**src/rtl/disp_defs.vh**
```
// Shared display defines: reset values and scan limits common to display blocks.
`ifndef DISP_DEFS_VH
`define DISP_DEFS_VH
`define DISP_BLANK_RST 4'hF
`define DISP_SCAN_LAST 2'b11
`endif

```
**src/rtl/disp_scan_ctrl_pkg.sv**
```systemverilog
// Types, constants and helpers for the scanned 4-digit display controller.
package disp_scan_ctrl_pkg;
`include "disp_defs.vh"

    localparam logic [3:0] BLANK_RST = `DISP_BLANK_RST;
    localparam logic [1:0] SCAN_LAST = `DISP_SCAN_LAST;

    typedef enum logic {StIdle, StPend} upd_state_e;

    typedef struct packed {
        logic [15:0] data;
        logic [3:0]  point;
        logic [3:0]  blank;
        logic [3:0]  blink;
        logic        lzs;
    } disp_cfg_t;

    // Digit i (i>=1) is a leading zero when it and every digit above it are zero.
    function automatic logic [3:0] lz_mask(input logic [15:0] d, input logic en);
        logic [3:0] m;
        m[3] = en && (d[15:12] == 4'h0);
        m[2] = m[3] && (d[11:8] == 4'h0);
        m[1] = m[2] && (d[7:4] == 4'h0);
        m[0] = 1'b0;
        return m;
    endfunction
endpackage

```
**src/rtl/disp_clkdiv.sv**
```systemverilog
// Free-running scan divider; tick marks the last cycle of each digit slot.
module disp_clkdiv #(
    parameter int unsigned DIV_W = 17
) (
    input  logic clk,
    input  logic rst_n,
    output logic tick
);
    logic [DIV_W-1:0] div_cnt;

    always_ff @(posedge clk or negedge rst_n) begin
        if (!rst_n) begin
            div_cnt <= '0;
        end else begin
            div_cnt <= div_cnt + 1'b1;
        end
    end

    assign tick = &div_cnt;
endmodule

```
**src/rtl/disp_scan_ctrl.sv**
```systemverilog
// Scanned 4-digit display controller; updates are double-buffered to frame boundaries.
module disp_scan_ctrl
    import disp_scan_ctrl_pkg::*;
#(
    parameter int unsigned DIV_W   = 17,
    parameter int unsigned BLINK_W = 5
) (
    input  logic        clk,
    input  logic        rst_n,
    input  logic        wr_en,
    input  logic [15:0] wr_data,
    input  logic [3:0]  wr_point,
    input  logic [3:0]  wr_blank,
    input  logic [3:0]  wr_blink,
    input  logic        wr_lzs,
    output logic        busy,
    output logic        upd_done,
    output logic [1:0]  Scan,
    output logic [15:0] Hexs,
    output logic [3:0]  point,
    output logic [3:0]  LES
);
    logic               tick;
    logic               frame_end;
    logic               commit;
    upd_state_e         state_q, state_d;
    disp_cfg_t          shadow_q, shadow_d;
    disp_cfg_t          wr_cfg, commit_cfg;
    logic [3:0]         blank_q;
    logic [3:0]         blink_q;
    logic               lzs_q;
    logic [BLINK_W-1:0] blink_cnt_q;
    logic               phase;

    disp_clkdiv #(
        .DIV_W(DIV_W)
    ) u_clkdiv (
        .clk  (clk),
        .rst_n(rst_n),
        .tick (tick)
    );

    assign frame_end = tick && (Scan == SCAN_LAST);
    assign wr_cfg    = '{data: wr_data, point: wr_point, blank: wr_blank,
                         blink: wr_blink, lzs: wr_lzs};

    // A write landing on frame_end bypasses the shadow and commits directly.
    always_comb begin
        state_d    = state_q;
        shadow_d   = shadow_q;
        commit     = 1'b0;
        commit_cfg = shadow_q;
        if (frame_end) begin
            state_d = StIdle;
            if (wr_en) begin
                commit     = 1'b1;
                commit_cfg = wr_cfg;
            end else if (state_q == StPend) begin
                commit = 1'b1;
            end
        end else if (wr_en) begin
            state_d  = StPend;
            shadow_d = wr_cfg;
        end
    end

    always_ff @(posedge clk or negedge rst_n) begin
        if (!rst_n) begin
            state_q  <= StIdle;
            shadow_q <= '0;
        end else begin
            state_q  <= state_d;
            shadow_q <= shadow_d;
        end
    end

    always_ff @(posedge clk or negedge rst_n) begin
        if (!rst_n) begin
            Scan        <= 2'b00;
            blink_cnt_q <= '0;
            upd_done    <= 1'b0;
            Hexs        <= 16'h0000;
            point       <= 4'h0;
            blank_q     <= BLANK_RST;
            blink_q     <= 4'h0;
            lzs_q       <= 1'b0;
        end else begin
            upd_done <= commit;
            if (tick) begin
                Scan <= Scan + 2'd1;
            end
            if (frame_end) begin
                blink_cnt_q <= blink_cnt_q + 1'b1;
            end
            if (commit) begin
                Hexs    <= commit_cfg.data;
                point   <= commit_cfg.point;
                blank_q <= commit_cfg.blank;
                blink_q <= commit_cfg.blink;
                lzs_q   <= commit_cfg.lzs;
            end
        end
    end

    assign busy  = (state_q == StPend);
    assign phase = blink_cnt_q[BLINK_W-1];
    assign LES   = blank_q | (blink_q & {4{phase}}) | lz_mask(Hexs, lzs_q);
endmodule

```
**config.mk**
```make
export PLATFORM = sky130hd
export DESIGN_NAME = disp_scan_ctrl
export DESIGN_NICKNAME = d
export VERILOG_FILES = /design/src/rtl/disp_scan_ctrl_pkg.sv /design/src/rtl/disp_clkdiv.sv /design/src/rtl/disp_scan_ctrl.sv
export VERILOG_INCLUDE_DIRS = /design/src /design/src/rtl
export SDC_FILE = /design/constraint.sdc
export NUM_CORES = 1
export LEC_CHECK = 0
export BUFFER_PORTS_ARGS = -buffer_cell sky130_fd_sc_hd__buf_2
export CAP_MARGIN = 20
export CORE_MARGIN = 2
export CORE_UTILIZATION = 35
export DETAILED_ROUTE_END_ITERATION = 8
export PLACE_DENSITY_LB_ADDON = 0.2
export REMOVE_ABC_BUFFERS = 1
export SLEW_MARGIN = 10
export SYNTH_ARGS = -nofsm -noshare
export SYNTH_HDL_FRONTEND = slang
export SYNTH_SLANG_ARGS = --single-unit
```
**constraint.sdc**
```tcl
create_clock -name clk -period 2.6 [get_ports clk]
set_input_delay 0.52 -clock clk [delete_from_list [all_inputs] [get_ports clk]]
set_output_delay 0.52 -clock clk [all_outputs]
set_load 0.02 [all_outputs]
```
==> impl_metrics.prom <==
# TYPE chip_impl_metric gauge
chip_impl_info{name="result_of_the_run",value="finished, final reports clean"} 1
chip_impl_metric{name="crit_path_max_fanout",unit=""} 24
chip_impl_metric{name="report.final.setup_viol",unit=""} 0
chip_impl_metric{name="vias_in_the_first_global_route",unit=""} 2386
chip_impl_metric{name="cts_max_path_bufs",unit=""} 2
chip_impl_metric{name="p_total",unit="W"} 0.002656
chip_impl_metric{name="max-vdd-ir-drop",unit="V"} 0.0003770
chip_impl_metric{name="hold_buffers",unit=""} 0
chip_impl_metric{name="grt_remaining_overflow",unit=""} 0
chip_impl_metric{name="area_delta_synth_final",unit="%"} 20.35
chip_impl_metric{name="grt_antenna_before_repair",unit=""} 0
chip_impl_metric{name="dieArea",unit="um2"} 10960
chip_impl_info{name="tritoncts",value="done"} 1
chip_impl_metric{name="worst_setup_hold_path_clk_slew",unit="ns"} 0.08
chip_impl_metric{name="power.static_leakage",unit="nW"} 2.144
chip_impl_info{name="ctsRootBufferMaster",value="clkbuf_8"} 1
chip_impl_metric{name="drt_first_pass_iters",unit=""} 4
chip_impl_metric{name="synth_xor_area_share",unit="%"} 4.691
chip_impl_metric{name="slew_violations",unit=""} 0
chip_impl_metric{name="final.setup.tns",unit="ns"} 0
chip_impl_info{name="ys_dominant_reg_cell",value="dfrtp_1"} 1
chip_impl_metric{name="synth-simple-area-share",unit="%"} 8.642
chip_impl_metric{name="synth_cell_types",unit=""} 26
chip_impl_info{name="worstHoldPathType",value="in -> async"} 1
chip_impl_metric{name="final-hold-violation-count",unit=""} 0
chip_impl_metric{name="final_antenna_net_count",unit=""} 0
chip_impl_metric{name="max_slew.worst_pin.slew",unit="ns"} 0.6344
chip_impl_metric{name="timing.clock.skew",unit="ns"} 0.01136
chip_impl_metric{name="nNetsFinal",unit=""} 389
chip_impl_metric{name="final-seq-area",unit="um2"} 2107
chip_impl_metric{name="post_synth_inst_count",unit=""} 287
chip_impl_metric{name="largest_net_degree_at_the_start_of_global_routing",unit=""} 60
chip_impl_metric{name="clockPowerShare",unit="%"} 42.0
chip_impl_metric{name="fp.dieH",unit="um"} 104.7
chip_impl_metric{name="critPathArrivalTime",unit="ns"} 2.59
chip_impl_metric{name="std_cell_rows",unit=""} 36
chip_impl_metric{name="max_freq",unit="MHz"} 424.5
chip_impl_metric{name="yosys.area_share.adder",unit="%"} 1.411
chip_impl_metric{name="cts.htree.levels",unit=""} 3
chip_impl_metric{name="n_antenna_cell",unit=""} 0
chip_impl_info{name="end_kind",value="register"} 1
chip_impl_info{name="worst-setup-path-type",value="reg -> reg"} 1
chip_impl_metric{name="net_sw_power",unit="W"} 0.0005522
chip_impl_metric{name="cts_made_buffers",unit=""} 9
chip_impl_info{name="synth_top_family_by_area",value="multiplexers"} 1
chip_impl_metric{name="maxCapViolCount",unit=""} 0
chip_impl_metric{name="drt_iter0_markers",unit=""} 101
chip_impl_metric{name="grt_util_all_layers",unit="%"} 13.70
chip_impl_metric{name="fillers",unit=""} 990
chip_impl_metric{name="number_of_enable_flip_flop_cells_after_synthesis",unit=""} 0
chip_impl_metric{name="clock_insertion_delay_worst_skew",unit="ns"} 0.35
chip_impl_metric{name="multi_input_area",unit="um2"} 1353
chip_impl_info{name="rsz0062_at_grt",value="false"} 1
chip_impl_info{name="worst_setup_path_start_kind",value="register"} 1
chip_impl_metric{name="design.portCount",unit=""} 60
chip_impl_metric{name="cell_count_after_placement",unit=""} 475
chip_impl_metric{name="numPortBuffers",unit=""} 59
chip_impl_metric{name="synth-warning-count",unit=""} 0
chip_impl_metric{name="ys_seq_area_share",unit="%"} 59.40
chip_impl_metric{name="internal-power",unit="W"} 0.002104
chip_impl_metric{name="min_period",unit="ns"} 2.356
chip_impl_metric{name="compound_gate_fraction_of_synth_area",unit="%"} 5.185
chip_impl_metric{name="power.density",unit="nW/um2"} 622.1
chip_impl_metric{name="post-route-worst-setup-slack",unit="ns"} 0.2441
chip_impl_metric{name="vias",unit=""} 2283
chip_impl_metric{name="final-instance-count-excl-fill",unit=""} 491
chip_impl_metric{name="cts.sink_count",unit=""} 84
chip_impl_metric{name="post_synth_instance_area",unit="um2"} 3547
chip_impl_metric{name="start_util",unit="%"} 36.12
chip_impl_metric{name="first_pass_grt_wire_length",unit="mm"} 11.67
chip_impl_metric{name="detailedPlace.worstSlack",unit="ns"} 0.1563
chip_impl_metric{name="route.detailed.drc",unit=""} 0
chip_impl_metric{name="finalCritPeriodShare",unit="%"} 90.61
chip_impl_metric{name="power.share.combinational",unit="%"} 6.3
chip_impl_metric{name="synth-seq-cells",unit=""} 84
chip_impl_metric{name="post-dp-hpwl",unit="mm"} 4.745
chip_impl_metric{name="final_layout_size_suffix_gt1_share",unit="%"} 32.96
chip_impl_metric{name="wl_per_cell",unit="um"} 14.08
chip_impl_metric{name="synthesis.area_per_instance",unit="um2"} 12.36
chip_impl_metric{name="fp.dieW",unit="um"} 104.7
chip_impl_metric{name="required",unit="ns"} 2.83
chip_impl_metric{name="power_frac_seq",unit="%"} 51.7
chip_impl_metric{name="routed_via_density",unit=""} 4.650
chip_impl_metric{name="core",unit="um2"} 9819
chip_impl_metric{name="power.share.switching",unit="%"} 20.79
chip_impl_metric{name="gp_congestion",unit=""} 0.6993
chip_impl_metric{name="wirelength",unit="mm"} 6.913
chip_impl_metric{name="synth_mux_area_share",unit="%"} 18.02
chip_impl_metric{name="slew_headroom",unit="%"} 57.32
chip_impl_metric{name="synth-async-reset-ratio",unit="%"} 100.0
==> power by group through the flow <==
stage                     Combinational [W]  Clock (W)  Sequential [W]
after global routing               0.000189    0.00121         0.00138
after detailed placement           0.000173          0         0.00140
after CTS                          0.000173    0.00115         0.00137
after global placement             0.000170          0         0.00140
after floorplan                   0.0000853          0         0.00139
final                              0.000168    0.00112         0.00137
==> registers in the layout, summed over array words and instances (netlist names) <==
name,flops
blank_q,4
u_clkdiv.div_cnt,17
upd_done,1
point,4
blink_q,4
Scan,2
shadow_q,29
busy,1
lzs_q,1
blink_cnt_q,5
Hexs,16
==> layout by cell type, fill, tap and decap left out, types with 2 or more instances in the layout <==
master     Yosys  routed
o21ai_0       29      29
xor2_1        10      10
dfrtp_1       80      80
nor3_1         5       5
ha_1           4       4
bufinv_16      0       3
buf_4          0       9
clkbuf_8       0      10
dfstp_2        4       4
nand3_1        5       5
nand2_1       35      35
clkbuf_1       5       2
xnor2_1        9       9
inv_1          6       6
nor2_1         5       5
buf_2          6      58
and2_1         2       2
nand4_1        7       7
mux2_2        31      31
mux2i_1       29      29
nor4_1         6       5
==> synth_stat cells (all sizes together), types with 3 or more instances <==
| library cell | count | area, um2 |
|---|---|---|
| inv | 6 | 22.52 |
| and2 | 3 | 18.77 |
| nor2 | 5 | 18.77 |
| ha | 4 | 50.05 |
| clkbuf | 5 | 18.77 |
| nand2 | 35 | 131.4 |
| dfrtp | 80 | 2002 |
| xnor2 | 9 | 78.83 |
| nor3 | 5 | 25.02 |
| nor4 | 6 | 37.54 |
| mux2i | 29 | 290.3 |
| buf | 8 | 52.55 |
| o21ai | 29 | 145.1 |
| nand4 | 7 | 43.79 |
| dfstp | 4 | 105.1 |
| nand3 | 5 | 25.02 |
| xor2 | 10 | 87.58 |
| mux2 | 31 | 349.1 |
==> cells by family after synthesis <==
family,count (synthesis)
flip-flops,84
XOR/XNOR,19
adder cells (fa/ha/maj),4
AND/OR/NAND/NOR,67
buffers and inverters,19
multiplexers,60
AO/OA/AOI/OAI,34
==> final cells by class <==
class,count,share of cell area [%]
repair buffers,68,8.851
inverters,6,0.5276
flip-flops and latches,84,49.36
multi-input cells,184,31.68
well taps,133,3.898
clock inverters,4,2.286
clock buffers,12,3.400
==> what timing repair did <==
item / CTS / global route
gates resized for setup: 0 / 1
setup buffers: 0 / 0
endpoints found under the setup margin: 0 / 24
hold endpoints to repair: 0 / 0
==> layer usage <==
metal / global-route usage (%) / wire length, um / up-vias
met1: 16.43 / 3068 / 1110
met2: 23.44 / 3457 / 39
met5: 0 / 0 / -
met3: 5.178 / 322 / 5
li1: - / - / 1129
met4: 3.143 / 65 / 0
==> final timing paths <==
check	start	end	slack, ns	cells after the start
worst max-delay path	u_clkdiv.div_cnt[0]	shadow_q[18]	0.24	9
worst min-delay path	rst_n	Hexs[0]	0.13	1
worst max register to register	u_clkdiv.div_cnt[0]	shadow_q[18]	0.24	9
worst min register to register	u_clkdiv.div_cnt[15]	u_clkdiv.div_cnt[15]	0.47	1
max in group asynchronous	rst_n	blank_q[2]	1.78	2
min in group clk	wr_blank[0]	shadow_q[5]	0.42	2
==> worst max-delay path, stage by stage (launching register included) <==
cell,delay [ns]
dfrtp_1,0.39
ha_1,0.21
nand4_1,0.15
nor4_2,0.33
and3_1,0.20
ha_1,0.16
nand2_1,0.08
and2_1,0.17
buf_4,0.24
mux2_2,0.31
==> metrics by stage <==
step	util, %	instance area, um2	hold WS [ns]
3_3_place_gp	40.94	4020	0.4563
2_1_floorplan	-	3476	0.2244
5_1_grt	43.48	4269	0.1454
4_1_cts	43.41	4263	0.1348
6_report	43.48	4269	0.1311
3_5_place_dp	40.94	4020	0.4617
Note: power is estimated with default switching activity, not from simulation.
